--- src/rtl/router_fsm_if.sv ---
// Signal bundle between the router packet-reception FSM and its neighbours
// (packet source, synchroniser and register block). The FSM takes the slave
// side; the surrounding logic, or a bench, takes the master side.
interface router_fsm_if;

    // Source and datapath status into the FSM
    logic       pkt_valid;
    logic [1:0] data_in;
    logic       fifo_full;
    logic       fifo_empty_0;
    logic       fifo_empty_1;
    logic       fifo_empty_2;
    logic       soft_reset_0;
    logic       soft_reset_1;
    logic       soft_reset_2;
    logic       parity_done;
    logic       low_pkt_valid;

    // State strobes out of the FSM
    logic       detect_add;
    logic       lfd_state;
    logic       ld_state;
    logic       laf_state;
    logic       full_state;
    logic       write_enb_reg;
    logic       rst_int_reg;
    logic       busy;

    // Raw one-hot state register, for observation only
    logic [7:0] state_dbg;

    // Handshake with the source: data_in is consumed on a rising edge only
    // while busy is low; while busy is high the source must hold data_in and
    // pkt_valid steady. There is no separate ready signal.
    modport slave (
        input  pkt_valid, data_in, fifo_full,
        input  fifo_empty_0, fifo_empty_1, fifo_empty_2,
        input  soft_reset_0, soft_reset_1, soft_reset_2,
        input  parity_done, low_pkt_valid,
        output detect_add, lfd_state, ld_state, laf_state, full_state,
        output write_enb_reg, rst_int_reg, busy, state_dbg
    );

    modport master (
        output pkt_valid, data_in, fifo_full,
        output fifo_empty_0, fifo_empty_1, fifo_empty_2,
        output soft_reset_0, soft_reset_1, soft_reset_2,
        output parity_done, low_pkt_valid,
        input  detect_add, lfd_state, ld_state, laf_state, full_state,
        input  write_enb_reg, rst_int_reg, busy, state_dbg
    );

endinterface

--- src/rtl/router_fsm.sv ---
// Packet-reception controller for the 1x3 router. Sequences header decode,
// payload load, parity load and FIFO-full stalls, drives the strobes used by
// the synchroniser and register block, and holds off the source via busy.
// Outputs are pure Moore decodes of a one-hot state register.
module router_fsm (
    input  logic        clock,
    input  logic        resetn,
    router_fsm_if.slave bus
);

    // One-hot encoding; any pattern not listed falls into the default arm of
    // the next-state decode and returns to DECODE_ADDRESS on the next edge.
    typedef enum logic [7:0] {
        DECODE_ADDRESS     = 8'b0000_0001,
        LOAD_FIRST_DATA    = 8'b0000_0010,
        LOAD_DATA          = 8'b0000_0100,
        FIFO_FULL_STATE    = 8'b0000_1000,
        LOAD_AFTER_FULL    = 8'b0001_0000,
        LOAD_PARITY        = 8'b0010_0000,
        CHECK_PARITY_ERROR = 8'b0100_0000,
        WAIT_TILL_EMPTY    = 8'b1000_0000
    } state_t;

    state_t     r_state;
    state_t     w_next_state;
    logic [1:0] r_addr;

    logic       w_empty_sel;    // empty flag of the latched destination
    logic       w_soft_sel;     // soft reset of the latched destination
    logic       w_empty_hdr;    // empty flag of the port named by data_in
    logic       w_hdr_ok;       // valid header addressing a real port

    // Select empty/soft-reset flags of the latched destination port.
    always_comb begin
        w_empty_sel = 1'b0;
        w_soft_sel  = 1'b0;
        case (r_addr)
            2'd0: begin
                w_empty_sel = bus.fifo_empty_0;
                w_soft_sel  = bus.soft_reset_0;
            end
            2'd1: begin
                w_empty_sel = bus.fifo_empty_1;
                w_soft_sel  = bus.soft_reset_1;
            end
            2'd2: begin
                w_empty_sel = bus.fifo_empty_2;
                w_soft_sel  = bus.soft_reset_2;
            end
            default: begin
                w_empty_sel = 1'b0;
                w_soft_sel  = 1'b0;
            end
        endcase
    end

    // Header-time empty check: the address is not latched yet, so look at
    // the port named directly by data_in.
    always_comb begin
        w_empty_hdr = 1'b0;
        case (bus.data_in)
            2'd0:    w_empty_hdr = bus.fifo_empty_0;
            2'd1:    w_empty_hdr = bus.fifo_empty_1;
            2'd2:    w_empty_hdr = bus.fifo_empty_2;
            default: w_empty_hdr = 1'b0;
        endcase
    end

    assign w_hdr_ok = bus.pkt_valid && (bus.data_in != 2'd3);

    // Latch the destination address whenever a header is presented.
    always_ff @(posedge clock or negedge resetn) begin
        if (!resetn) begin
            r_addr <= 2'd0;
        end else if ((r_state == DECODE_ADDRESS) && bus.pkt_valid) begin
            r_addr <= bus.data_in;
        end
    end

    // State register.
    always_ff @(posedge clock or negedge resetn) begin
        if (!resetn) begin
            r_state <= DECODE_ADDRESS;
        end else begin
            r_state <= w_next_state;
        end
    end

    // Next-state decode; a soft reset on the active port overrides all arcs.
    always_comb begin
        w_next_state = r_state;
        case (r_state)
            DECODE_ADDRESS: begin
                if (w_hdr_ok) begin
                    if (w_empty_hdr) begin
                        w_next_state = LOAD_FIRST_DATA;
                    end else begin
                        w_next_state = WAIT_TILL_EMPTY;
                    end
                end
            end
            LOAD_FIRST_DATA: begin
                w_next_state = LOAD_DATA;
            end
            LOAD_DATA: begin
                if (bus.fifo_full) begin
                    w_next_state = FIFO_FULL_STATE;
                end else if (!bus.pkt_valid) begin
                    w_next_state = LOAD_PARITY;
                end
            end
            FIFO_FULL_STATE: begin
                if (!bus.fifo_full) begin
                    w_next_state = LOAD_AFTER_FULL;
                end
            end
            LOAD_AFTER_FULL: begin
                if (bus.parity_done) begin
                    w_next_state = DECODE_ADDRESS;
                end else if (bus.low_pkt_valid) begin
                    w_next_state = LOAD_PARITY;
                end else begin
                    w_next_state = LOAD_DATA;
                end
            end
            LOAD_PARITY: begin
                w_next_state = CHECK_PARITY_ERROR;
            end
            CHECK_PARITY_ERROR: begin
                if (bus.fifo_full) begin
                    w_next_state = FIFO_FULL_STATE;
                end else begin
                    w_next_state = DECODE_ADDRESS;
                end
            end
            WAIT_TILL_EMPTY: begin
                if (w_empty_sel) begin
                    w_next_state = LOAD_FIRST_DATA;
                end
            end
            default: begin
                w_next_state = DECODE_ADDRESS;
            end
        endcase

        if ((r_state != DECODE_ADDRESS) && w_soft_sel) begin
            w_next_state = DECODE_ADDRESS;
        end
    end

    // Moore output decode from the state register only.
    always_comb begin
        bus.detect_add    = 1'b0;
        bus.lfd_state     = 1'b0;
        bus.ld_state      = 1'b0;
        bus.laf_state     = 1'b0;
        bus.full_state    = 1'b0;
        bus.write_enb_reg = 1'b0;
        bus.rst_int_reg   = 1'b0;
        bus.busy          = 1'b0;
        case (r_state)
            DECODE_ADDRESS: begin
                bus.detect_add = 1'b1;
            end
            LOAD_FIRST_DATA: begin
                bus.lfd_state = 1'b1;
                bus.busy      = 1'b1;
            end
            LOAD_DATA: begin
                bus.ld_state      = 1'b1;
                bus.write_enb_reg = 1'b1;
            end
            FIFO_FULL_STATE: begin
                bus.full_state = 1'b1;
                bus.busy       = 1'b1;
            end
            LOAD_AFTER_FULL: begin
                bus.laf_state     = 1'b1;
                bus.write_enb_reg = 1'b1;
                bus.busy          = 1'b1;
            end
            LOAD_PARITY: begin
                bus.write_enb_reg = 1'b1;
                bus.busy          = 1'b1;
            end
            CHECK_PARITY_ERROR: begin
                bus.rst_int_reg = 1'b1;
                bus.busy        = 1'b1;
            end
            WAIT_TILL_EMPTY: begin
                bus.busy = 1'b1;
            end
            default: begin
                bus.busy = 1'b0;
            end
        endcase
    end

    assign bus.state_dbg = r_state;

endmodule

--- src/flat_wrapper.sv ---
// flat-port wrapper written by rule: the top's interface ports become plain ports
module router_fsm_flat 
  (clock, resetn, bus_pkt_valid, bus_data_in, bus_fifo_full, bus_fifo_empty_0, bus_fifo_empty_1, bus_fifo_empty_2, bus_soft_reset_0, bus_soft_reset_1, bus_soft_reset_2, bus_parity_done, bus_low_pkt_valid, bus_detect_add, bus_lfd_state, bus_ld_state, bus_laf_state, bus_full_state, bus_write_enb_reg, bus_rst_int_reg, bus_busy, bus_state_dbg);
  router_fsm_if bus_i ();
  input  logic clock;
  input  logic resetn;
  input wire logic [$bits(bus_i.pkt_valid)-1:0] bus_pkt_valid;
  input wire logic [$bits(bus_i.data_in)-1:0] bus_data_in;
  input wire logic [$bits(bus_i.fifo_full)-1:0] bus_fifo_full;
  input wire logic [$bits(bus_i.fifo_empty_0)-1:0] bus_fifo_empty_0;
  input wire logic [$bits(bus_i.fifo_empty_1)-1:0] bus_fifo_empty_1;
  input wire logic [$bits(bus_i.fifo_empty_2)-1:0] bus_fifo_empty_2;
  input wire logic [$bits(bus_i.soft_reset_0)-1:0] bus_soft_reset_0;
  input wire logic [$bits(bus_i.soft_reset_1)-1:0] bus_soft_reset_1;
  input wire logic [$bits(bus_i.soft_reset_2)-1:0] bus_soft_reset_2;
  input wire logic [$bits(bus_i.parity_done)-1:0] bus_parity_done;
  input wire logic [$bits(bus_i.low_pkt_valid)-1:0] bus_low_pkt_valid;
  output wire logic [$bits(bus_i.detect_add)-1:0] bus_detect_add;
  output wire logic [$bits(bus_i.lfd_state)-1:0] bus_lfd_state;
  output wire logic [$bits(bus_i.ld_state)-1:0] bus_ld_state;
  output wire logic [$bits(bus_i.laf_state)-1:0] bus_laf_state;
  output wire logic [$bits(bus_i.full_state)-1:0] bus_full_state;
  output wire logic [$bits(bus_i.write_enb_reg)-1:0] bus_write_enb_reg;
  output wire logic [$bits(bus_i.rst_int_reg)-1:0] bus_rst_int_reg;
  output wire logic [$bits(bus_i.busy)-1:0] bus_busy;
  output wire logic [$bits(bus_i.state_dbg)-1:0] bus_state_dbg;
  assign bus_i.pkt_valid = bus_pkt_valid;
  assign bus_i.data_in = bus_data_in;
  assign bus_i.fifo_full = bus_fifo_full;
  assign bus_i.fifo_empty_0 = bus_fifo_empty_0;
  assign bus_i.fifo_empty_1 = bus_fifo_empty_1;
  assign bus_i.fifo_empty_2 = bus_fifo_empty_2;
  assign bus_i.soft_reset_0 = bus_soft_reset_0;
  assign bus_i.soft_reset_1 = bus_soft_reset_1;
  assign bus_i.soft_reset_2 = bus_soft_reset_2;
  assign bus_i.parity_done = bus_parity_done;
  assign bus_i.low_pkt_valid = bus_low_pkt_valid;
  assign bus_detect_add = bus_i.detect_add;
  assign bus_lfd_state = bus_i.lfd_state;
  assign bus_ld_state = bus_i.ld_state;
  assign bus_laf_state = bus_i.laf_state;
  assign bus_full_state = bus_i.full_state;
  assign bus_write_enb_reg = bus_i.write_enb_reg;
  assign bus_rst_int_reg = bus_i.rst_int_reg;
  assign bus_busy = bus_i.busy;
  assign bus_state_dbg = bus_i.state_dbg;
  router_fsm u_core (.clock(clock), .resetn(resetn), .bus(bus_i));
endmodule
--- config.mk ---
export PLATFORM = sky130hd
export DESIGN_NAME = router_fsm_flat
export DESIGN_NICKNAME = d
export VERILOG_FILES = /design/src/rtl/router_fsm_if.sv /design/src/rtl/router_fsm.sv /design/src/flat_wrapper.sv
export SDC_FILE = /design/constraint.sdc
export NUM_CORES = 1
export LEC_CHECK = 0
export ABC_AREA = 0
export BUFFER_PORTS_ARGS = -buffer_cell sky130_fd_sc_hd__buf_2
export CORE_MARGIN = 2
export CORE_UTILIZATION = 47
export CTS_BUF_LIST = sky130_fd_sc_hd__clkbuf_16
export CTS_CLUSTER_DIAMETER = 40
export DETAILED_ROUTE_END_ITERATION = 10
export PLACE_DENSITY = 0.77
export SETUP_SLACK_MARGIN = 0.5
export SYNTH_ARGS = -nofsm -noshare
export SYNTH_HDL_FRONTEND = slang
export SYNTH_SLANG_ARGS = --single-unit
--- constraint.sdc ---
create_clock -name clock -period 2.2 [get_ports clock]
set_input_delay 0.55 -clock clock [delete_from_list [all_inputs] [get_ports clock]]
set_output_delay 0.55 -clock clock [all_outputs]
set_load 0.05 [all_outputs]
==> run metrics, run 1 <==
CTS Buffer Depth=2; post-synth top area cell=dfrtp_1; tool error=[ERROR DPL-0038] Utilization greater than 100%, impossible to legalize; routability cong.=roughly 0.9; Stopped at=clock tree synthesis; Ports=30; starting density of the core=51.2%; port buffer count=29; Cells after Synth=83; Seq/Total Area, Yosys=32.2%; CTS sink count=10; Root Driver=clkbuf_16; # rows=14; half-perimeter wire length after placement=1.96 mm; register bit total from synthesis=10; placed cell areas=1140 um^2; cts hold-fix bufs=0; post-synth cell types=43; status=did not finish; Mapped Area=a little under 800 um^2; TritonCTS buffer count=3; Die Y=44.8 um; Die Wd=44.8 um; top post-synthesis cells by area=dfrtp_1 (29%), mux2i_1 (3.8%), dfstp_2 (3.4%); synth warn=0; placed cell count=~140; Yosys top cell area share=28.8%; htree depth=1; Avg Inst Size Synth=9.41 um^2; Resize count post-CTS=51; Syn Nets=97; buffer count from post-CTS setup fixing=23
-- synthesized netlist by cell type (all sizes together) --
cell and instances:
dfrtp 9, inv 7, nor2 6, nand2 5
o21ai 4, mux2i 3, nand4b 3, nor3 3
nor4 3, xor2 3, a31oi 2, clkbuf 2
mux2 2, nand3 2, nor3b 2, o21a 2
or4 2, a2111oi 1, a21boi 1, a221oi 1
a311oi 1, and3 1, and4bb 1, buf 1
clkinv 1, dfstp 1, nand2b 1, nand3b 1
nand4bb 1, nor2b 1, nor4b 1, nor4bb 1
o211ai 1, o22ai 1, o2bb2ai 1, o311ai 1
o31a 1, o32a 1, or2 1, or4b 1
-- stage by stage --
step                      setup WS (ns)  util [%]  hold slack (ns)
after detailed placement        0.00621      74.5            0.429
after global placement           0.0399      74.5            0.424
after floorplan                 0.00597         -            0.254
-- kinds of logic after synthesis --
family | share of synthesized area [%]
xor gates and xnor gates | 3.37
AOI/OAI and AO/OA | 19.4
buffers and inverters | 6.89
DFF | 32.2
and+or+nand+nor | 31.4
muxes | 6.73
==> run 2, diff against run 1 <==
--- a/config.mk
+++ b/config.mk
@@ -7,13 +7,10 @@
 export LEC_CHECK = 0
 export ABC_AREA = 0
 export BUFFER_PORTS_ARGS = -buffer_cell sky130_fd_sc_hd__buf_2
-export CORE_MARGIN = 2
-export CORE_UTILIZATION = 47
-export CTS_BUF_LIST = sky130_fd_sc_hd__clkbuf_16
-export CTS_CLUSTER_DIAMETER = 40
+export CORE_AREA = 2 2 63 65
 export DETAILED_ROUTE_END_ITERATION = 10
-export PLACE_DENSITY = 0.77
-export SETUP_SLACK_MARGIN = 0.5
+export DIE_AREA = 0 0 65 67
+export PLACE_DENSITY_LB_ADDON = 0.15
 export SYNTH_ARGS = -nofsm -noshare
 export SYNTH_HDL_FRONTEND = slang
 export SYNTH_SLANG_ARGS = --single-unit
==> run 2 against run 1 <==
Against the previous run: the flow now finishes, with violations (setup timing); synthesized cell count is the same; synthesized area is the same.
==> run metrics, run 2 <==
number of flip-flops in the largest register=8; antenna violations before repair=0; Die Y=67 um; All-Layer GR Usage=about 13%; setup ws final=-0.0588 ns; largest net degree at the start of global routing=12; minimum hold slack=0.178 ns; Nets=~150; Skew-Pair Late Insertion Delay=between 0.2 and 0.25 ns; Ports=30; CTS sink count=10; cts hold-fix bufs=0; top post-synthesis cells by area=dfrtp_1 (29%), mux2i_1 (3.8%), dfstp_2 (3.4%); register bit total from synthesis=10; first-pass GRT wire length=4.16 mm; peak supply drop=0.000544 V; skew final=0.00159 ns; die area=4360 um^2; share of layout cells above drive strength 1=59.1%; Clock transition at path regs=0.05 ns; Setup violations, final=3; routability cong.=0.785; htree depth=1; TritonCTS buffer count=3; synth warn=0; ANT cells=0; area delta synth->final=65.7%; crit-path leading delay family=simple AND/OR/NAND/NOR gates; Placeable Area=about 3600 um^2; Yosys top cell area share=28.8%; Wirelength per Cell=approximately 14 um; port buffer count=29; Tightest Pin Transition=0.501 ns; vias in the first global route=848; most instantiated cells after synthesis=dfrtp_1 (9), inv_1 (7), nor2_1 (6), nand2_1 (4), o21ai_0 (4); Root Driver=clkbuf_8; TritonCTS clock tree=built; CP Capture Type=output port; ys flop type=dfrtp_1; Seq/Total Area, Yosys=32.2%; ANT nets after route=0; # rows=22; EDFF count, synth=0; required time of the critical path=1.65 ns; via count=841; post-route cell area=1290 um^2; Tmin final=around 2.3 ns; post-synth top area cell=dfrtp_1; via/cell ratio=4.67; kind of critical path=reg2out; most common cell in the netlist=dfrtp_1; crit-path cells=or4b_4 -> or2_4 -> clkinv_4 -> buf_8; half-perimeter wire length after placement=1.99 mm; DRC=0; ys async rst share=100%; starting density of the core=a little over a fifth; Avg Inst Size Synth=9.41 um^2; final hold viol count=0; grt ovf=0; placed cell areas=about 1100 um^2; drt first pass iters=3; WP buf/inv=2; failing checks=setup timing; Die Wd=65 um; Syn Nets=97; Max Clock Freq=0.443 GHz; Mapped Area=roughly 800 um^2; RSZ-0062 raised after global routing=yes; post-synth cell types=43; Slew Limit Headroom=66.2%; Pleak=about 0.0006 uW; power per cell area=1210 nW/um^2; Crit-path slowest cell=dfstp_2; CP max stage delay=0.53 ns; Cells after Synth=just over 80; most frequent cells in the layout=buf_2 (21), buf_4 (16), buf_6 (7), dfrtp_2 (7), inv_1 (6); final max-slew violation count=0; max capacitance violation total=0; Critical Path Start Type=flop; Max FO, Critical Path=4; most common cell after layout, fill and taps aside=buf_2; CTS Buffer Depth=2; part of the cycle the worst path needs=103%; Hold Path Class=in2async; critical path arrival=1.71 ns; final wirelength=between 2 and 3 mm; 1st-iter DRT viols=24; status=complete, but fails checks
-- run 2: cell counts after synthesis --
Identical to the previous run, type by type.
-- run 2: path summary, 6_finish.rpt --
| path | slack [ns] | endpoint | startpoint | depth (start not counted) |
|---|---|---|---|---|
| max | -0.06 | bus_detect_add | u_core.bus.state_dbg[0]$_DFFE_PN1P_ | 4 |
| min | 0.18 | u_core.r_addr[1]$_DFFE_PN0P_ | resetn | 1 |
| max reg2reg | 0.20 | u_core.bus.state_dbg[7]$_DFFE_PN0P_ | u_core.bus.state_dbg[0]$_DFFE_PN1P_ | 5 |
| min reg2reg | 0.61 | u_core.r_addr[0]$_DFFE_PN0P_ | u_core.r_addr[0]$_DFFE_PN0P_ | 1 |
| max in group asynchronous | 1.76 | u_core.bus.state_dbg[0]$_DFFE_PN1P_ | resetn | 1 |
| min in group clock | 0.60 | u_core.r_addr[0]$_DFFE_PN0P_ | bus_data_in[0] | 2 |
-- run 2: worst register-to-register path, stage by stage, from the launching register on --
cell	delay, ns
dfstp_2	0.53
or4b_4	0.46
or2_4	0.28
buf_4	0.16
o22ai_1	0.31
o2bb2ai_1	0.13
-- run 2: kinds of logic (layout without fill, tap and decap cells) --
logic type             count (synthesis)  count (layout)  synth area share, %
buffers and inverters                 11              60                 6.89
AO/OA/AOI/OAI                         18              18                 19.4
XOR/XNOR                               3               3                 3.37
flip-flops                            10              10                 32.2
AND/OR/NAND/NOR                       36              36                 31.4
multiplexers                           5               5                 6.73
-- run 2: area by class of cell --
type,count,area (um^2)
Clock buffer,4,45.0
Fill cell,374,2310
Inverter,8,35.0
Multi-Input combinational cell,62,537
Sequential cell,10,260
Tap cell,48,60.1
Timing Repair Buffer,48,357
-- run 2: what timing repair did --
| item | 4_1_cts | 5_1_grt |
|---|---|---|
| setup buffers | 2 | 9 |
| resized for setup | 16 | 12 |
| gates cloned | 0 | 0 |
| endpoints found under the setup margin | 7 | 8 |
| pin swaps | 3 | 10 |
-- run 2: where the power goes --
part           switching [uW]  leakage, uW  internal (uW)
sequential               62.3     0.000119            245
clock                    69.0    0.0000228            127
combinational             586     0.000472            472
-- run 2: routing by layer --
layer  vias up  part of all wire, %  track usage, %
li1        413                    -               -
met4         0                  1.5            6.38
met2        29                   48            20.9
met1       395                   44            15.5
met5         -                    0               0
met3         4                  6.3            3.72
-- run 2: metrics by stage --
stage	setup WS [ns]	util, %	setup TNS [ns]	instances	total power [uW]
final	-0.0588	35.9	-0.130	180	1560
after global placement	0.0854	29.8	0	165	1210
after detailed placement	0.0762	29.8	0	165	1200
after floorplan	0.00592	-	0	83	978
after CTS	-0.0700	32.9	-0.172	171	1460
after global routing	-0.106	35.9	-0.523	180	1670
(Power assumes the default switching activity.)
==> run 3, diff against run 2 <==
--- a/config.mk
+++ b/config.mk
@@ -6,10 +6,10 @@
 export NUM_CORES = 1
 export LEC_CHECK = 0
 export ABC_AREA = 0
-export BUFFER_PORTS_ARGS = -buffer_cell sky130_fd_sc_hd__buf_2
 export CORE_AREA = 2 2 63 65
 export DETAILED_ROUTE_END_ITERATION = 10
 export DIE_AREA = 0 0 65 67
+export DONT_BUFFER_PORTS = 1
 export PLACE_DENSITY_LB_ADDON = 0.15
 export SYNTH_ARGS = -nofsm -noshare
 export SYNTH_HDL_FRONTEND = slang
==> run 3 against run 2 <==
Against the previous run: the run still ends with setup timing left; clock skew about the same; first-iteration DRC count is 8.3% lower; global-route usage shrank 0.64 points; utilization fell by 2.8 points; setup slack better by 0.016 ns; critical path type unchanged; highest routed layer unchanged.
==> run metrics, run 3 (synthesis gave the netlist of run 2 again) <==
Sequential Power Share=about a quarter; ANT cells=0; half-perimeter wire length after placement=1.96 mm; status=complete, but fails checks; via count=757; setup ws final=-0.0429 ns; fin util=33.0%; Pwr Total=1450 uW; Root Driver=clkbuf_8; Setup violations, final=3; most common cell after layout, fill and taps aside=buf_4; Layout Cells excl Fill=157; area delta synth->final=52.6%; Wirelength per Cell=16.0 um; share of layout cells above drive strength 1=50.5%; via/cell ratio=roughly 4.8; storage element area=260 um^2; Skew-Pair Late Insertion Delay=between 0.2 and 0.25 ns; RSZ-0062 raised after global routing=yes; Die Y=around 67 um; Tightest Pin Transition=0.426 ns; die area=4360 um^2; Die Wd=65 um; number of flip-flops in the largest register=8; Switching Fraction=48.0%; final max-slew violation count=0; Slew Limit Headroom=71.3%; Tmin final=2.24 ns; Pleak=0.000509 uW; Critical Path Start Type=flop; r2r startpoint=u_core.bus.state_dbg[0]$_DFFE_PN1P_; grt ovf=0; Nets=124; TritonCTS clock tree=built; worst reg2reg path depth=4; Ports=30; required time of the critical path=approximately 1.7 ns; drt first pass iters=4; kind of critical path=reg2out; htree depth=1; peak supply drop=roughly 0.00042 V; area of the multi-input gates=approximately 530 um^2; DRC=0; final hold viol count=0; final wirelength=2.51 mm; All-Layer GR Usage=12.2%; Hold Path Class=in2async; Placeable Area=3610 um^2; critical path arrival=1.69 ns; 1st-iter DRT viols=22; part of the cycle the worst path needs=102%; Clk pwr share=~13%; Pint=752 uW; Max FO, Critical Path=5; starting density of the core=21.7%; port buffer count=0; Psw=roughly 690 uW; skew final=0.00161 ns; ANT nets after route=0; failing checks=setup timing; Fillers=392; CTS sink count=10; Clock transition at path regs=around 0.040 ns; max capacitance violation total=0; Setup WS pre-CTS=~0.16 ns; worst setup path startpoint=u_core.bus.state_dbg[0]$_DFFE_PN1P_; vias in the first global route=about 740; CTS Buffer Depth=2; placed cell count=143; power per cell area=~1200 nW/um^2; first-pass GRT wire length=3.91 mm; Max Clock Freq=~0.45 GHz; TritonCTS buffer count=3; CP Capture Type=output port; antenna violations before repair=0; routability cong.=0.747; # rows=22; most frequent cells in the layout=buf_4 (19), dfrtp_2 (7), nor2_1 (5), inv_1 (5), buf_12 (5); power share of the combinational group=a little over three fifths; largest net degree at the start of global routing=13
## run 3: changes by cell type in the layout (fill, tap and decap cells not counted), moves of 2 or more
cell / delta
buf_2: -21
o21ai_0: +2
buf_6: -7
o21ai_1: -2
buf_4: +3
buf_12: +5
buf_8: -3
## run 3: cell type report
type,count,area share [%]
multi-input combinational,62,44.5
timing repair buffer,25,21.2
sequential,10,21.8
clock buffer,4,3.78
tap,48,5.04
inverter,8,3.57
## run 3: metal layers
layer	up-vias	wire [um]	track usage, %
met4	0	22	4.79
met5	-	0	0
met3	4	163	3.21
met1	359	1140	15.6
met2	24	1180	19.6
li1	370	-	-
## run 3: power groups by stage
stage          registers [uW]  logic, uW  clock network (uW)
3_3_place_gp              345        830                   0
2_1_floorplan             404        574                   0
3_5_place_dp              349        824                   0
5_1_grt                   356        974                 211
6_report                  344        907                 194
4_1_cts                   344        876                 199
## run 3: what timing repair did
| action | in CTS | in global routing |
|---|---|---|
| pin swaps | 3 | 4 |
| gates resized for setup | 3 | 4 |
| buffers inserted | 5 | 4 |
| endpoints found under the hold margin | 0 | 5 |
| cloned | 0 | 0 |
| setup endpoints to repair | 7 | 8 |
| hold buffers | 0 | 1 |
## run 3: worst max-delay path, stage by stage, from the launching register on
cell and delay [ns]:
dfstp_2 0.39, or4_4 0.58, and4bb_4 0.49
## run 3: final timing paths
check | slack (ns) | end
worst max register to register | 0.20 | u_core.bus.state_dbg[4]$_DFFE_PN0P_
worst max-delay path | -0.04 | bus_rst_int_reg
max in group asynchronous | 1.35 | u_core.bus.state_dbg[3]$_DFFE_PN0P_
worst min-delay path | 0.01 | u_core.bus.state_dbg[6]$_DFFE_PN0P_
worst min register to register | 0.61 | u_core.r_addr[0]$_DFFE_PN0P_
min in group clock | 0.46 | u_core.r_addr[1]$_DFFE_PN0P_
## run 3: stage by stage
step / hold WS, ns / cell area [um^2] / setup TNS [ns]
6_report: 0.0112 / 1190 / -0.111
5_1_grt: 0.00362 / 1190 / -0.397
3_5_place_dp: 0.255 / 1050 / 0
2_1_floorplan: 0.254 / 832 / 0
4_1_cts: 0.00497 / 1140 / -0.0995
3_3_place_gp: 0.255 / 1050 / 0
